## config.mk

```make
export PLATFORM = sky130hd
export DESIGN_NAME = sc_fetch_flat
export DESIGN_NICKNAME = d
export VERILOG_FILES = /design/src/rtl/sc_fetch_pkg.sv /design/src/rtl/sc_fetch_if.sv /design/src/rtl/sc_fetch_buf.sv /design/src/rtl/sc_fetch.sv /design/src/flat_wrapper.sv
export SDC_FILE = /design/constraint.sdc
export NUM_CORES = 1
export LEC_CHECK = 0
export ABC_AREA = 1
export CORE_UTILIZATION = 50
export DETAILED_ROUTE_END_ITERATION = 8
export PLACE_DENSITY_LB_ADDON = 0.1
export SLEW_MARGIN = 0
export SYNTH_ARGS = -nofsm -noshare
export SYNTH_HDL_FRONTEND = slang
export SYNTH_SLANG_ARGS = --single-unit
export TNS_END_PERCENT = 100
```

## constraint.sdc

```tcl
create_clock -name clk -period 1.8 [get_ports clk]
set_input_delay 0.36 -clock clk [delete_from_list [all_inputs] [get_ports clk]]
set_output_delay 0.36 -clock clk [all_outputs]
set_load 0.02 [all_outputs]
```

## src/rtl/sc_fetch_pkg.sv

```systemverilog
// Shared definitions for the single-cycle core fetch path.
package sc_defs;

    localparam int          XLEN     = 32;
    localparam logic [31:0] INST_NOP = 32'h0000_0013;
    localparam logic [31:0] PC_STEP  = 32'd4;

    typedef enum logic {
        RUN  = 1'b0,
        HALT = 1'b1
    } fetch_state_t;

    function automatic logic is_word_aligned(input logic [XLEN-1:0] addr);
        return (addr[1:0] == 2'b00);
    endfunction

endpackage

```

## src/rtl/sc_fetch_if.sv

```systemverilog
// Fetch-to-decode handshake: head entry {pc, inst} with valid/ready.
interface sc_fetch_if;
    import sc_defs::*;

    logic            out_valid;
    logic            out_ready;
    logic [XLEN-1:0] out_pc;
    logic [XLEN-1:0] out_inst;

    modport master (
        output out_valid,
        output out_pc,
        output out_inst,
        input  out_ready
    );

    modport slave (
        input  out_valid,
        input  out_pc,
        input  out_inst,
        output out_ready
    );

endinterface

```

## src/rtl/sc_fetch_buf.sv

```systemverilog
// Circular fetch buffer holding {pc, inst} pairs; flush empties it in one cycle.
module sc_fetch_buf #(
    parameter int DEPTH = 2
) (
    input  logic                     clk,
    input  logic                     clrn,
    input  logic                     push,
    input  logic                     pop,
    input  logic                     flush,
    input  logic [63:0]              wdata,
    output logic [63:0]              rdata,
    output logic [$clog2(DEPTH):0]   count
);

    localparam int AW = $clog2(DEPTH);

    logic [63:0]   r_mem [DEPTH];
    logic [AW-1:0] r_head;
    logic [AW-1:0] r_tail;
    logic [AW:0]   r_count;

    always_ff @(posedge clk or negedge clrn) begin
        if (!clrn) begin
            for (int i = 0; i < DEPTH; i++) begin
                r_mem[i] <= '0;
            end
            r_head  <= '0;
            r_tail  <= '0;
            r_count <= '0;
        end else if (flush) begin
            r_head  <= '0;
            r_tail  <= '0;
            r_count <= '0;
        end else begin
            if (push) begin
                r_mem[r_tail] <= wdata;
                r_tail        <= r_tail + AW'(1);
            end
            if (pop) begin
                r_head <= r_head + AW'(1);
            end
            // Simultaneous push and pop leaves the occupancy untouched, even when full.
            case ({push, pop})
                2'b10:   r_count <= r_count + (AW+1)'(1);
                2'b01:   r_count <= r_count - (AW+1)'(1);
                default: r_count <= r_count;
            endcase
        end
    end

    assign rdata = r_mem[r_head];
    assign count = r_count;

endmodule

```

## src/rtl/sc_fetch.sv

```systemverilog
// Instruction-fetch stage: PC register, redirect handling and fetch buffer control.
//   state | meaning
//   RUN   | fetching sequentially, accepting redirects
//   HALT  | misaligned redirect seen; PC frozen until reset
module sc_fetch
    import sc_defs::*;
#(
    parameter logic [31:0] RESET_PC = 32'h0000_0000,
    parameter int          DEPTH    = 2
) (
    input  logic              clk,
    input  logic              clrn,
    output logic [XLEN-1:0]   imem_a,
    input  logic [XLEN-1:0]   imem_inst,
    input  logic              redirect,
    input  logic [XLEN-1:0]   redirect_pc,
    output logic              misalign,
    sc_fetch_if.master        dec
);

    localparam int CW = $clog2(DEPTH) + 1;

    fetch_state_t    r_state;
    logic [XLEN-1:0] r_pc;
    logic            r_misalign;

    fetch_state_t    w_state_nxt;
    logic [XLEN-1:0] w_pc_nxt;
    logic            w_misalign_nxt;
    logic            w_push;
    logic            w_flush;
    logic            w_pop;
    logic            w_can_push;
    logic [CW-1:0]   w_count;
    logic [63:0]     w_rdata;

    assign dec.out_valid = (w_count != '0);
    assign w_pop         = dec.out_valid & dec.out_ready;
    assign w_can_push    = (r_state == RUN) && ((w_count < CW'(DEPTH)) || w_pop);

    always_ff @(posedge clk or negedge clrn) begin
        if (!clrn) begin
            r_state    <= RUN;
            r_pc       <= RESET_PC;
            r_misalign <= 1'b0;
        end else begin
            r_state    <= w_state_nxt;
            r_pc       <= w_pc_nxt;
            r_misalign <= w_misalign_nxt;
        end
    end

    always_comb begin
        w_state_nxt    = r_state;
        w_pc_nxt       = r_pc;
        w_misalign_nxt = r_misalign;
        w_push         = 1'b0;
        w_flush        = 1'b0;
        case (r_state)
            RUN: begin
                if (redirect) begin
                    // Redirect wins over push and pop; the head is dropped even if accepted.
                    w_flush = 1'b1;
                    if (is_word_aligned(redirect_pc)) begin
                        w_pc_nxt = redirect_pc;
                    end else begin
                        w_pc_nxt       = {redirect_pc[XLEN-1:2], 2'b00};
                        w_misalign_nxt = 1'b1;
                        w_state_nxt    = HALT;
                    end
                end else if (w_can_push) begin
                    w_push   = 1'b1;
                    w_pc_nxt = r_pc + PC_STEP;
                end
            end
            HALT: begin
                w_state_nxt = HALT;
            end
            default: begin
                w_state_nxt = RUN;
            end
        endcase
    end

    sc_fetch_buf #(
        .DEPTH (DEPTH)
    ) u_buf (
        .clk   (clk),
        .clrn  (clrn),
        .push  (w_push),
        .pop   (w_pop),
        .flush (w_flush),
        .wdata ({r_pc, imem_inst}),
        .rdata (w_rdata),
        .count (w_count)
    );

    assign imem_a       = r_pc;
    assign misalign     = r_misalign;
    assign dec.out_pc   = w_rdata[63:32];
    assign dec.out_inst = w_rdata[31:0];

endmodule

```

## src/flat_wrapper.sv

```systemverilog
// flat-port wrapper written by rule: the top's interface ports become plain ports
module sc_fetch_flat import sc_defs::*;
#(
    parameter logic [31:0] RESET_PC = 32'h0000_0000,
    parameter int          DEPTH    = 2
)
  (clk, clrn, imem_a, imem_inst, redirect, redirect_pc, misalign, dec_out_valid, dec_out_pc, dec_out_inst, dec_out_ready);
  sc_fetch_if dec_i ();
  input  logic clk;
  input  logic clrn;
  output logic [XLEN-1:0] imem_a;
  input  logic [XLEN-1:0] imem_inst;
  input  logic redirect;
  input  logic [XLEN-1:0] redirect_pc;
  output logic misalign;
  output wire logic [$bits(dec_i.out_valid)-1:0] dec_out_valid;
  output wire logic [$bits(dec_i.out_pc)-1:0] dec_out_pc;
  output wire logic [$bits(dec_i.out_inst)-1:0] dec_out_inst;
  input wire logic [$bits(dec_i.out_ready)-1:0] dec_out_ready;
  assign dec_out_valid = dec_i.out_valid;
  assign dec_out_pc = dec_i.out_pc;
  assign dec_out_inst = dec_i.out_inst;
  assign dec_i.out_ready = dec_out_ready;
  sc_fetch #(.RESET_PC(RESET_PC), .DEPTH(DEPTH)) u_core (.clk(clk), .clrn(clrn), .imem_a(imem_a), .imem_inst(imem_inst), .redirect(redirect), .redirect_pc(redirect_pc), .misalign(misalign), .dec(dec_i));
endmodule
```

==> Word-level counts from Yosys, hierarchy flattened <==
Cells that the tools add are included.
{ "totals": {"register_bits": 166, "in_bits": 68, "out_inout_bits": 98, "elab_cells": 60} }
{ "op_classes": {"n_addsub": 5, "magnitude_cmp": 4, "eq_ne": 2, "n_mux": 23, "n_bitwise": 6, "reduce_logical": 12} }
{ "op_table": {"columns": ["operator", "count"], "rows": [
  ["$mux W64", 4],
  ["$bwmux W128", 1],
  ["$demux W64 S1", 1],
  ["$mux W32", 2],
  ["$add A32 B3 Y32 const B", 1],
  ["$mux W1", 11],
  ["$reduce_bool A2 Y1", 4],
  ["$ge A2 B2 Y1 const B", 2],
  ["$mux W2", 2],
  ["$not A1 Y2", 2],
  ["$pmux W2 S2", 1],
  ["$reduce_and A2 Y1", 2],
  ["$not A1 Y1", 3],
  ["$reduce_and A3 Y1", 1],
  ["$reduce_bool A3 Y1", 1],
  ["$add A1 B1 Y1 const B", 2],
  ["$add A2 B1 Y2 const B", 1],
  ["$eq A2 B1 Y1 const B", 1],
  ["$eq A2 B2 Y1 const B", 1],
  ["$logic_and A1 B1 Y1", 2],
  ["$logic_not A2 Y1", 1],
  ["$lt A2 B1 Y1 const B", 1],
  ["$lt A2 B2 Y1 const B", 1],
  ["$pmux W1 S2", 1],
  ["other kinds (3)", 3]
]} }

==> Longest topological paths before layout <==
Gate-level depths: netlist of run 1.
{ "depth": {"depth_word": 10, "ltp_mapped": 10, "mapped_depth_nobuf": 10} }

==> Modules after synthesis <==
A second synthesis of run 1 with hierarchy kept.
{ "hier_totals": {"cells_unflattened": 980, "area_unflattened_um2": 8184.1} }
{ "by_module_without_submodules": {"columns": ["mod", "n_inst", "cells_each", "area_each_um2", "seq_area_each_um2"], "rows": [
  ["sc_fetch_buf", 1, 579, 5694.2, 3303.2],
  ["sc_fetch", 1, 401, 2489.9, 850.8]
]} }

==> Worst setup path after synthesis of run 1 <==
OpenSTA, ideal clock, no wires.
{ "synth_path": {"path_type": "register -> register", "startpoint": "reg u_core.r_pc[2], in the netlist u_core.imem_a[2]", "endpoint": "reg u_core.r_pc[24], in the netlist u_core.imem_a[24]", "setup_time_ns": 0.117, "t_arrival_ns": 1.518, "t_required_ns": 1.683, "slack_ns": 0.165, "stages_incl_launch_ff": 9, "path_buffers": 0, "synth_period_minus_slack_ns": 1.635, "path_cell_list": "dfrtp_1 > ha_1 > inv_1 > nor3_1 > nand2_1 > nand2_1 > nand3_1 > nand2_1 > nand2_1"} }
{ "synth_between": {"elab_chain_cells": 3} }
{ "synth_lines": {"columns": ["item", "line", "text"], "rows": [
  ["from (decl)", "sc_fetch.sv:24", "logic [XLEN-1:0] r_pc;"],
  ["from (signal assigned)", "sc_fetch.sv:48", "r_pc <= w_pc_nxt;"],
  ["$add A32 B3 Y32", "sc_fetch.sv:73", "w_pc_nxt = r_pc + PC_STEP;"],
  ["$mux W32", "sc_fetch.sv:71", "end else if (w_can_push) begin"],
  ["$mux W32", "sc_fetch.sv:61", "if (redirect) begin"]
]} }
Every way passes these cells. The select of a mux whose other input is x is not followed.
A chain may end at the register's enable or synchronous reset.

==> Worst setup path after layout of run 1 <==
{ "layout_path": {"startpoint": "reg u_core.u_buf.r_head", "endpoint": "out dec_out_inst[11]"} }
{ "layout_between": {"elab_chain_cells": 4} }
{ "layout_lines": {"columns": ["item", "line", "text"], "rows": [
  ["from (decl)", "sc_fetch_buf.sv:18", "logic [AW-1:0] r_head;"],
  ["from (signal assigned)", "sc_fetch_buf.sv:40", "r_head <= r_head + AW'(1);"],
  ["$not A1 Y2 (implied by the code)", "sc_fetch_buf.sv:51", "assign rdata = r_mem[r_head];"],
  ["$mux W64 (implied by the code) (3 in series)", "sc_fetch_buf.sv:51", null],
  ["to (decl)", "flat_wrapper.sv:18", "output wire logic [$bits(dec_i.out_inst)-1:0] dec_out_inst;"]
]} }
Every way passes these cells. The select of a mux whose other input is x is not followed.

==> results of run 1 <==
-- logic make-up (layout without fill, tap and decap cells) --
group	Yosys count	count (layout)	synth area share [%]
AND/OR/NAND/NOR	617	617	29.74
adder cells (fa/ha/maj)	1	1	0.1547
buffers and inverters	135	328	7.564
flip-flops	166	166	51.35
AO/OA/AOI/OAI	172	172	11.08
XOR/XNOR	1	1	0.1083
-- final timing paths --
kind / startpoint / end / slack, ns
setup / recovery: u_core.u_buf.r_head / dec_out_inst[11] / -0.14
hold reg to reg: u_core.u_buf.r_mem[118] / u_core.u_buf.r_mem[118] / 0.49
min in group clk: u_core.u_buf.r_mem[118] / u_core.u_buf.r_mem[118] / 0.49
hold / removal: clrn / u_core.u_buf.r_mem[67] / 0.44
max in group asynchronous: clrn / u_core.imem_a[10] / 0.71
setup reg to reg: u_core.imem_a[2] / u_core.imem_a[26] / 0.15
-- through the flow --
step	power (mW)	utilization, %	instance area, sq um	cells	TNS, ns
4_1_cts	9.616	68.98	10920	1502	-5.597
2_1_floorplan	4.717	-	8089	1092	0
3_3_place_gp	5.497	64.22	10160	1461	-2.790
5_1_grt	9.931	69.64	11020	1501	-7.177
3_5_place_dp	5.515	64.22	10160	1461	-5.251
6_report	9.581	69.64	11020	1501	-3.296
-- timing repair --
action,4_1_cts,5_1_grt
hold buffers,1,0
pin swaps,1,9
endpoints found under the setup margin,95,68
cloned,4,0
setup buffers,4,2
hold endpoints to repair,43,0
resized for setup,361,68
-- final cells by class --
class / count / area share, %
sequential: 166 / 37.71
clock buffer: 17 / 3.859
multi-input combinational: 791 / 31.80
inverter: 82 / 2.838
timing repair buffer: 213 / 19.88
timing repair inverter: 1 / 0.05675
tap: 216 / 2.452
clock inverter: 15 / 1.407
-- layer usage --
metal | vias up | wire, microns | part of all wire [%] | GRT usage, %
li1 | 3795 | - | - | -
met5 | - | 0 | 0 | 0
met1 | 3565 | 9799 | 45 | 37.28
met2 | 215 | 10400 | 48 | 42.25
met4 | 0 | 355 | 1.6 | 10.38
met3 | 25 | 1072 | 5.0 | 3.964
-- cell usage in the layout (no fill, tap or decap), types with 2 or more instances in the layout --
master / count
inv_1: 76
nand4_1: 4
o22ai_1: 4
clkinv_2: 4
nand2_1: 428
a21oi_1: 9
dfrtp_2: 2
clkdlybuf4s50_1: 69
nor2_1: 91
clkbuf_16: 17
buf_2: 12
inv_6: 2
clkinvlp_4: 3
nand2_2: 34
inv_2: 5
clkdlybuf4s15_2: 8
bufinv_16: 2
nor2_4: 3
buf_6: 37
buf_4: 36
dfrtp_1: 164
nand3_1: 43
buf_16: 2
nand2_4: 13
buf_8: 2
clkinv_4: 5
buf_12: 15
o21ai_0: 15
a211oi_1: 2
dlygate4sd2_1: 30
o21ai_1: 136
-- state kept, by name, indices dropped and copies added (netlist names) --
name / flops
u_core.u_buf.r_head: 1
u_core.misalign: 1
u_core.r_state: 1
u_core.u_buf.count: 2
u_core.imem_a: 32
u_core.u_buf.r_mem: 128
u_core.u_buf.r_tail: 1
-- power groups by stage --
stage | logic, mW | registers, mW | clock network [mW]
6_report | 2.08 | 3.93 | 3.57
5_1_grt | 2.22 | 3.94 | 3.77
4_1_cts | 2.06 | 3.93 | 3.62
3_3_place_gp | 1.52 | 3.97 | 0
3_5_place_dp | 1.54 | 3.98 | 0
2_1_floorplan | 0.725 | 3.99 | 0
==> reports/results.tsv, run 1 <==
stage	metric	value	unit
outcome	status	complete, but fails checks	
outcome	violations	negative setup slack	
drt	wl	21630	microns
drt	vias_per_cell	5.063	
finish	n_antenna_cell	0	
synth	synthTopCellsByCount	nand2_1, dfrtp_1, o21ai_1, nor2_1, inv_1	
synth	synth_seq_area_share	51.35	%
sta	fmax	516.7	MHz
worst_setup_path	cp.depth	6	
global_routing	grt_max_degree	57	
drt	dr.pass1.iters	5	
worst_setup_path	startpoint_type	flop	
worst_setup_path	critPathRequiredTime	1.44	ns
finish	regArea	0.004156	sq mm
power	seqPwrFrac	41.0	%
sta	skew	0.006371	ns
drt	drc_errors	0	
global_routing	grtUsageTotal	26.74	%
drt	vias	7600	
finish	drive_gt1_share	16.11	%
worst_setup_path	crit_buf_inv	4	
clocking	cts_tree	yes	
power	leakagePower	5.680	nW
finish	syn2layout_area_growth	36.27	%
sta	setup_ws	-0.1354	ns
drt	drt.antenna.violating_nets	0	
power	switchingPower	2.822	mW
worst_setup_path	cp.arrival	1.58	ns
power	pwr-share-comb	21.7	%
power	intPower	6.759	mW
floorplanning	die_height	129.2	microns
clocking	path_clk_slew	0.06	ns
clocking	root_buffer	clkbuf_16	
finish	fillers	1355	
synth	synth_edf_count	0	
worst_setup_path	crit_family	buffers and inverters	
floorplanning	core_area	0.01583	sq mm
placement	place_ws	-0.07980	ns
synth	yosys.area.top_type_share	51.35	%
global_routing	grt_pass1_vias	6904	
sta	hold_violations	0	
worst_setup_path	critPathMaxFanout	6	
synth	yosysMostFrequentCell	nand2_1	
global_routing	gr-total-overflow	0	
sta	min_period	1.935	ns
power	p_clk_share	37.3	%
sta	holdWs	0.4444	ns
power	p_per_area	869.2	mW/mm^2
sta	rsz0062_at_grt	true	
global_routing	grt_first_pass_wirelength	34270	microns
sta	slew_headroom	67.58	%
sta	finalSetupViolations	61	
worst_setup_path	cpMostUsedCell	buf_12	
synth	yosys.area.top_type	dfrtp_1	
synth	synth_fp_nets	1161	
worst_setup_path	critPathKind	reg2out	
placement	gp_congestion	0.9161	
floorplanning	die_area	0.01669	sq mm
synth	syn_avg_cell_area	7.408	sq um
clocking	cts.sinks	166	
clocking	clock_path_buffers	2	
clocking	cts_buffers	17	
worst_setup_path	cpPeakStageDelay	0.48	ns
placement	dp_hpwl	14770	microns
synth	synthCells	1092	
drt	routedWlPerCell	14.41	microns
power	switching_share	29.45	%
sta	post-route-period-util	107.5	%
synth	synth_flop_cell	dfrtp_1	
finish	final_nets	1341	
worst_setup_path	critPathCaptureType	primary output	
worst_setup_path	path_cells	clkinv_4 -> buf_12 -> buf_12 -> nand2_4 -> nand2_2 -> buf_6	
finish	multi_input_area	0.003506	sq mm
clocking	clk_latency	0.43	ns
floorplanning	fp.dieW	129.2	microns
flow_run	max_cap_violations	0	
floorplanning	rows	46	
clocking	htree_levels	4	
worst_setup_path	ff2ff_path_depth	10	
synth	synth_seq_cells	166	
placement	io_buffers	165	
sta	drv_slew	0	
worst_setup_path	cpMaxStageDelayCell	dfrtp_2	
floorplanning	start_util	51.11	%
synth	ys_warn_count	0	
power	vdd_drop_max	0.6959	mV
synth	syn_area	0.008089	sq mm
hold_path	min_path_type	in2async	
sta	worst_slew_pin_slew	0.4863	ns
synth	async_flop_share	100.0	%
drt	drt_iter0_drc	492	
synth	synth_area_leaders	dfrtp_1, nand2_1, o21ai_1, nor2_1, inv_1	
global_routing	antenna_found_initial	0	
synth	yosys.cell_types.count	28	
floorplanning	ios	166	
(Power assumes the default switching activity.)
==> inputs of run 2 (changes only) <==
Settings changed: TNS_END_PERCENT 100 to 20.
==> reports/results.tsv, run 2 (synthesis gave the netlist of run 1 again) <==
stage	metric	value	unit	change
power	switchingPower	2.778	mW	was 2.822 mW
clocking	cts_tree	yes		unchanged
global_routing	grtUsageTotal	26.02	%	was 26.74%
floorplanning	die_height	129.2	microns	unchanged
sta	holdWs	0.4401	ns	was 0.4444 ns
sta	rsz0062_at_grt	true		unchanged
clocking	clock_path_buffers	2		unchanged
floorplanning	ios	166		unchanged
power	pwr-share-comb	21.0	%	was 21.7%
clocking	clk_latency	0.43	ns	about the same
floorplanning	fp.dieW	129.2	microns	unchanged
finish	top_register	u_core.u_buf.r_mem		unchanged
finish	syn2layout_area_growth	35.89	%	was 36.27%
power	vdd_drop_max	0.6961	mV	was 0.6959 mV
power	total_power	9.500	mW	was 9.581 mW
drt	wl_met3	1156	microns	was 1072 microns
flow_run	max_cap_violations	0		unchanged
drt	dr_wl_met2	10090	microns	was 10,400 microns
sta	worst_slew_pin_slew	0.4951	ns	was 0.4863 ns
sta	skew	0.006154	ns	was 0.006371 ns
worst_setup_path	critPathCaptureType	primary output		unchanged
worst_setup_path	ff2ff_setup_slack	0.14	ns	was 0.15 ns
placement	io_buffers	165		unchanged
power	leakagePower	5.642	nW	was 5.680 nW
clocking	root_buffer	clkbuf_16		unchanged
floorplanning	rows	46		unchanged
placement	gp_congestion	0.9161		unchanged
placement	place_ws	-0.07980	ns	unchanged
power	switching_share	29.25	%	was 29.45%
power	p_clk_share	37.7	%	was 37.3%
sta	hold_violations	0		unchanged
outcome	violations	negative setup slack		unchanged
clocking	cts_buffers	17		unchanged
clocking	htree_levels	4		unchanged
clocking	path_clk_slew	0.06	ns	about the same
clocking	cts.sinks	166		unchanged
sta	post-route-period-util	104.5	%	was 107.5%
sta	fmax	531.5	MHz	was 516.7 MHz
floorplanning	core_area	0.01583	sq mm	unchanged
global_routing	grt_first_pass_wirelength	33500	microns	was 34,270 microns
worst_setup_path	cp.arrival	1.52	ns	was 1.58 ns
worst_setup_path	r2r_end	u_core.imem_a[26]		unchanged
sta	finalSetupTns	-1.847	ns	was -3.296 ns
sta	min_period	1.882	ns	was 1.935 ns
drt	routedWlPerCell	14.26	microns	was 14.41 microns
sta	setup_ws	-0.08151	ns	was -0.1354 ns
finish	largest_reg_flops	128		unchanged
worst_setup_path	critPathMaxFanout	18		was 6
drt	top_layer_used	met4		unchanged
finish	final_nets	1340		was 1,341
finish	drive_gt1_share	14.80	%	was 16.11%
finish	regArea	0.004156	sq mm	unchanged
drt	vias	7556		was 7,600
power	seqPwrFrac	41.3	%	was 41.0%
global_routing	antenna_found_initial	0		unchanged
floorplanning	start_util	51.11	%	unchanged
sta	drv_slew	0		unchanged
worst_setup_path	ff2ff_path_depth	10		unchanged
drt	wl	21390	microns	was 21,630 microns
finish	n_antenna_cell	0		unchanged
power	p_per_area	864.3	mW/mm^2	was 869.2 mW/mm^2
finish	final_cells	1500		was 1,501
power	intPower	6.722	mW	was 6.759 mW
finish	multi_input_area	0.003431	sq mm	was 0.003506 sq mm
global_routing	grt_max_degree	57		unchanged
placement	dp_hpwl	14770	microns	unchanged
sta	finalSetupViolations	57		was 61
drt	vias_per_cell	5.037		was 5.063
drt	drc_errors	0		unchanged
worst_setup_path	critPathRequiredTime	1.44	ns	about the same
drt	wl_met1	9767	microns	was 9799 microns
finish	fin_area	0.01099	sq mm	was 0.01102 sq mm
placement	dp.cells	1461		unchanged
finish	fillers	1331		was 1,355
drt	drt_iter0_drc	506		was 492
finish	final_common_cell	nand2_1		unchanged
placement	placed_area	0.01016	sq mm	unchanged
floorplanning	die_area	0.01669	sq mm	unchanged
drt	dr.pass1.iters	6		was 5
global_routing	grt_pass1_vias	6785		was 6,904
global_routing	gr-total-overflow	0		unchanged
worst_setup_path	critPathKind	reg2out		unchanged
hold_path	min_path_type	in2async		unchanged
worst_setup_path	startpoint_type	flop		unchanged
finish	final_cell_mix	nand2_1, dfrtp_1, o21ai_1		unchanged
worst_setup_path	worstReg2RegStart	u_core.imem_a[2]		unchanged
outcome	status	complete, but fails checks		unchanged
sta	slew_headroom	66.99	%	was 67.58%
finish	fin_util	69.45	%	was 69.64%
drt	drt.antenna.violating_nets	0		unchanged
-- run 2: cell types whose count changed in the layout (fill, tap and decap cells not counted), moves of 4 or more --
cell             before  now
clkdlybuf4s15_2       8    3
nand2_4              13    6
buf_2                12    7
buf_6                37   50
nand2_2              34   25
nand2_1             428  444
buf_4                36   32
-- run 2: cell type report --
class                      instances  area share (%)
clock inverter                    15           1.411
inverter                          82           2.846
clock buffer                      17           3.870
timing repair inverter             1          0.1024
timing repair buffer             212           20.28
tap                              216           2.459
multi-input combinational        791           31.21
sequential                       166           37.81
-- run 2: worst max-delay path, stage by stage, from the launching register on --
cell and delay, ns:
dfrtp_2 0.45, buf_6 0.22, nand2_1 0.10, nand2_1 0.07
clkdlybuf4s15_2 0.25
-- run 2: how the worst max path moves through the flow --
stage	startpoint	to	slack, ns	cells past startpoint
after floorplan	u_core.imem_a[2]	u_core.imem_a[24]	0.17	8
after global routing	u_core.u_buf.r_head	dec_out_inst[19]	-0.14	4
after CTS	u_core.u_buf.r_head	dec_out_inst[11]	-0.17	4
final	u_core.u_buf.r_head	dec_out_inst[19]	-0.08	4
after global placement	u_core.u_buf.r_head	dec_out_pc[10]	-0.07	5
after detailed placement	u_core.u_buf.r_head	dec_out_inst[23]	-0.08	5
-- run 2: metal layers --
metal / up-vias / track usage, %
li1: 3794 / -
met1: 3489 / 37.01
met2: 244 / 39.94
met3: 29 / 4.377
met4: 0 / 9.965
met5: - / 0
-- run 2: power groups by stage --
| stage | Sequential, mW | Combinational, mW | Clock [mW] |
|---|---|---|---|
| after global placement | 3.97 | 1.52 | 0 |
| after floorplan | 3.99 | 0.725 | 0 |
| after CTS | 3.92 | 1.58 | 3.62 |
| after global routing | 3.93 | 2.15 | 3.77 |
| after detailed placement | 3.98 | 1.54 | 0 |
| final | 3.93 | 2.00 | 3.58 |
-- run 2: repair_timing --
action                                 in CTS  in global routing
buffers inserted                            0                  2
resized for setup                         334                 95
setup endpoints to repair                  95                 69
gates cloned                                0                  4
pin swaps                                   0                  8
endpoints found under the hold margin      43                  0
hold buffers                                1                  0
==> inputs of run 3 (changes only) <==
Settings changed: SKIP_LAST_GASP set to 1.
==> reports/results.tsv, run 3 (synthesis gave the netlist of run 1 again) <==
stage	metric	value	unit	change
power	vdd_drop_max	0.6875	mV	was 0.6961 mV
placement	dp_hpwl	14770	microns	unchanged
finish	syn2layout_area_growth	32.25	%	was 35.89%
flow_run	max_cap_violations	0		unchanged
finish	top_register	u_core.u_buf.r_mem		unchanged
worst_setup_path	critPathCaptureType	primary output		unchanged
sta	fmax	513.8	MHz	was 531.5 MHz
power	switching_share	28.94	%	was 29.25%
drt	vias	7568		was 7,556
global_routing	grt_first_pass_wirelength	33470	microns	was 33,500 microns
drt	drt.antenna.violating_nets	0		unchanged
clocking	path_clk_slew	0.06	ns	about the same
global_routing	grtUsageTotal	25.99	%	was 26.02%
worst_setup_path	critPathRequiredTime	1.44	ns	about the same
floorplanning	die_height	129.2	microns	unchanged
sta	drv_slew	0		unchanged
power	seqPwrFrac	42.5	%	was 41.3%
global_routing	gr-total-overflow	0		unchanged
clocking	clk_latency	0.43	ns	about the same
sta	setup_ws	-0.1462	ns	was -0.08151 ns
finish	fillers	1400		was 1,331
clocking	cts_buffers	17		unchanged
finish	n_antenna_cell	0		unchanged
sta	min_period	1.946	ns	was 1.882 ns
sta	post-route-period-util	108.1	%	was 104.5%
finish	largest_reg_flops	128		unchanged
outcome	violations	negative setup slack		unchanged
worst_setup_path	critPathMaxFanout	11		was 18
drt	drt_iter0_drc	466		was 506
drt	drc_errors	0		unchanged
sta	hold_violations	0		unchanged
finish	final_cell_mix	nand2_1, dfrtp_1, o21ai_1		unchanged
sta	rsz0062_at_grt	true		unchanged
finish	fin_util	67.59	%	was 69.45%
power	p_clk_share	38.6	%	was 37.7%
sta	finalSetupViolations	85		was 57
drt	routedWlPerCell	14.11	microns	was 14.26 microns
worst_setup_path	startpoint_type	flop		unchanged
drt	vias_per_cell	5.052		was 5.037
sta	skew	0.006049	ns	was 0.006154 ns
placement	gp_congestion	0.9161		unchanged
floorplanning	start_util	51.11	%	unchanged
power	intPower	6.586	mW	was 6.722 mW
clocking	clock_path_buffers	2		unchanged
clocking	root_buffer	clkbuf_16		unchanged
floorplanning	rows	46		unchanged
power	switchingPower	2.682	mW	was 2.778 mW
floorplanning	die_area	0.01669	sq mm	unchanged
global_routing	grt_pass1_vias	6782		was 6,785
clocking	htree_levels	4		unchanged
clocking	cts.sinks	166		unchanged
sta	slew_headroom	67.87	%	was 66.99%
power	leakagePower	5.525	nW	was 5.642 nW
drt	dr.pass1.iters	5		was 6
finish	final_nets	1338		was 1,340
floorplanning	ios	166		unchanged
worst_setup_path	critPathKind	reg2out		unchanged
finish	drive_gt1_share	11.86	%	was 14.80%
drt	wl	21140	microns	was 21,390 microns
power	p_per_area	866.3	mW/mm^2	was 864.3 mW/mm^2
clocking	cts_tree	yes		unchanged
power	pwr-share-comb	18.9	%	was 21.0%
worst_setup_path	cp.arrival	1.59	ns	was 1.52 ns
placement	io_buffers	165		unchanged
outcome	status	complete, but fails checks		unchanged
finish	final_common_cell	nand2_1		unchanged
power	total_power	9.267	mW	was 9.500 mW
global_routing	grt_max_degree	57		unchanged
global_routing	antenna_found_initial	0		unchanged
floorplanning	core_area	0.01583	sq mm	unchanged
placement	place_ws	-0.07980	ns	unchanged
hold_path	min_path_type	in2async		unchanged
sta	worst_slew_pin_slew	0.4820	ns	was 0.4951 ns
floorplanning	fp.dieW	129.2	microns	unchanged
[run 3: worst max-delay path: stages, from the launching register on]
cell             delay, ns
dfrtp_2               0.49
inv_8                 0.13
buf_12                0.14
nand2_1               0.07
nand2_1               0.06
clkdlybuf4s15_2       0.26
[run 3: power by group through the flow]
stage          combinational, mW  sequential (mW)  clock (mW)
2_1_floorplan              0.725             3.99           0
3_3_place_gp                1.52             3.97           0
3_5_place_dp                1.54             3.98           0
4_1_cts                     1.61             3.92        3.62
5_1_grt                     1.90             3.95        3.77
6_report                    1.75             3.94        3.58
[run 3: final timing paths]
check,start,endpoint,slack [ns],cells past startpoint
max,u_core.u_buf.r_head,dec_out_pc[10],-0.15,5
min,clrn,u_core.u_buf.r_mem[67],0.44,2
max reg2reg,u_core.imem_a[2],u_core.imem_a[14],0.07,8
min reg2reg,u_core.u_buf.r_mem[63],u_core.u_buf.r_mem[63],0.49,2
max in group asynchronous,clrn,u_core.imem_a[10],0.71,3
min in group clk,u_core.u_buf.r_mem[63],u_core.u_buf.r_mem[63],0.49,2
[run 3: cell type report]
cell class	count	area, sq um	share of cell area (%)
clock buffers	17	425.4	3.977
clock inverters	15	155.1	1.450
inverters	82	315.3	2.947
multi-input cells	791	3341	31.23
flip-flops and latches	166	4156	38.85
well taps	216	270.3	2.526
repair buffers	210	2028	18.96
repair inverters	1	6.256	0.05848
[run 3: repair_timing]
item | in CTS | in global routing
setup endpoints to repair | 95 | 98
setup buffers | 0 | 2
cloned | 0 | 2
resized for setup | 118 | 130
hold buffers | 1 | 0
hold endpoints to repair | 43 | 0
[run 3: metal layers]
layer / up-vias / wire length [microns] / track usage, % / part of all wire, %
met5: - / 0 / 0 / 0
met4: 0 / 404 / 9.965 / 1.9
met3: 30 / 1080 / 4.335 / 5.1
met2: 230 / 9816 / 39.97 / 46
met1: 3524 / 9840 / 36.93 / 47
li1: 3784 / - / - / -
[run 3: per-stage QoR]
stage / hold slack [ns] / setup TNS (ns) / instances / instance area, sq um
final: 0.4431 / -6.407 / 1498 / 10700
after floorplan: 0.06441 / 0 / 1092 / 8089
after global routing: 0.5002 / -11.92 / 1498 / 10700
after CTS: 0.4712 / -12.86 / 1494 / 10720
after detailed placement: 0.3437 / -5.251 / 1461 / 10160
after global placement: 0.3399 / -2.790 / 1461 / 10160
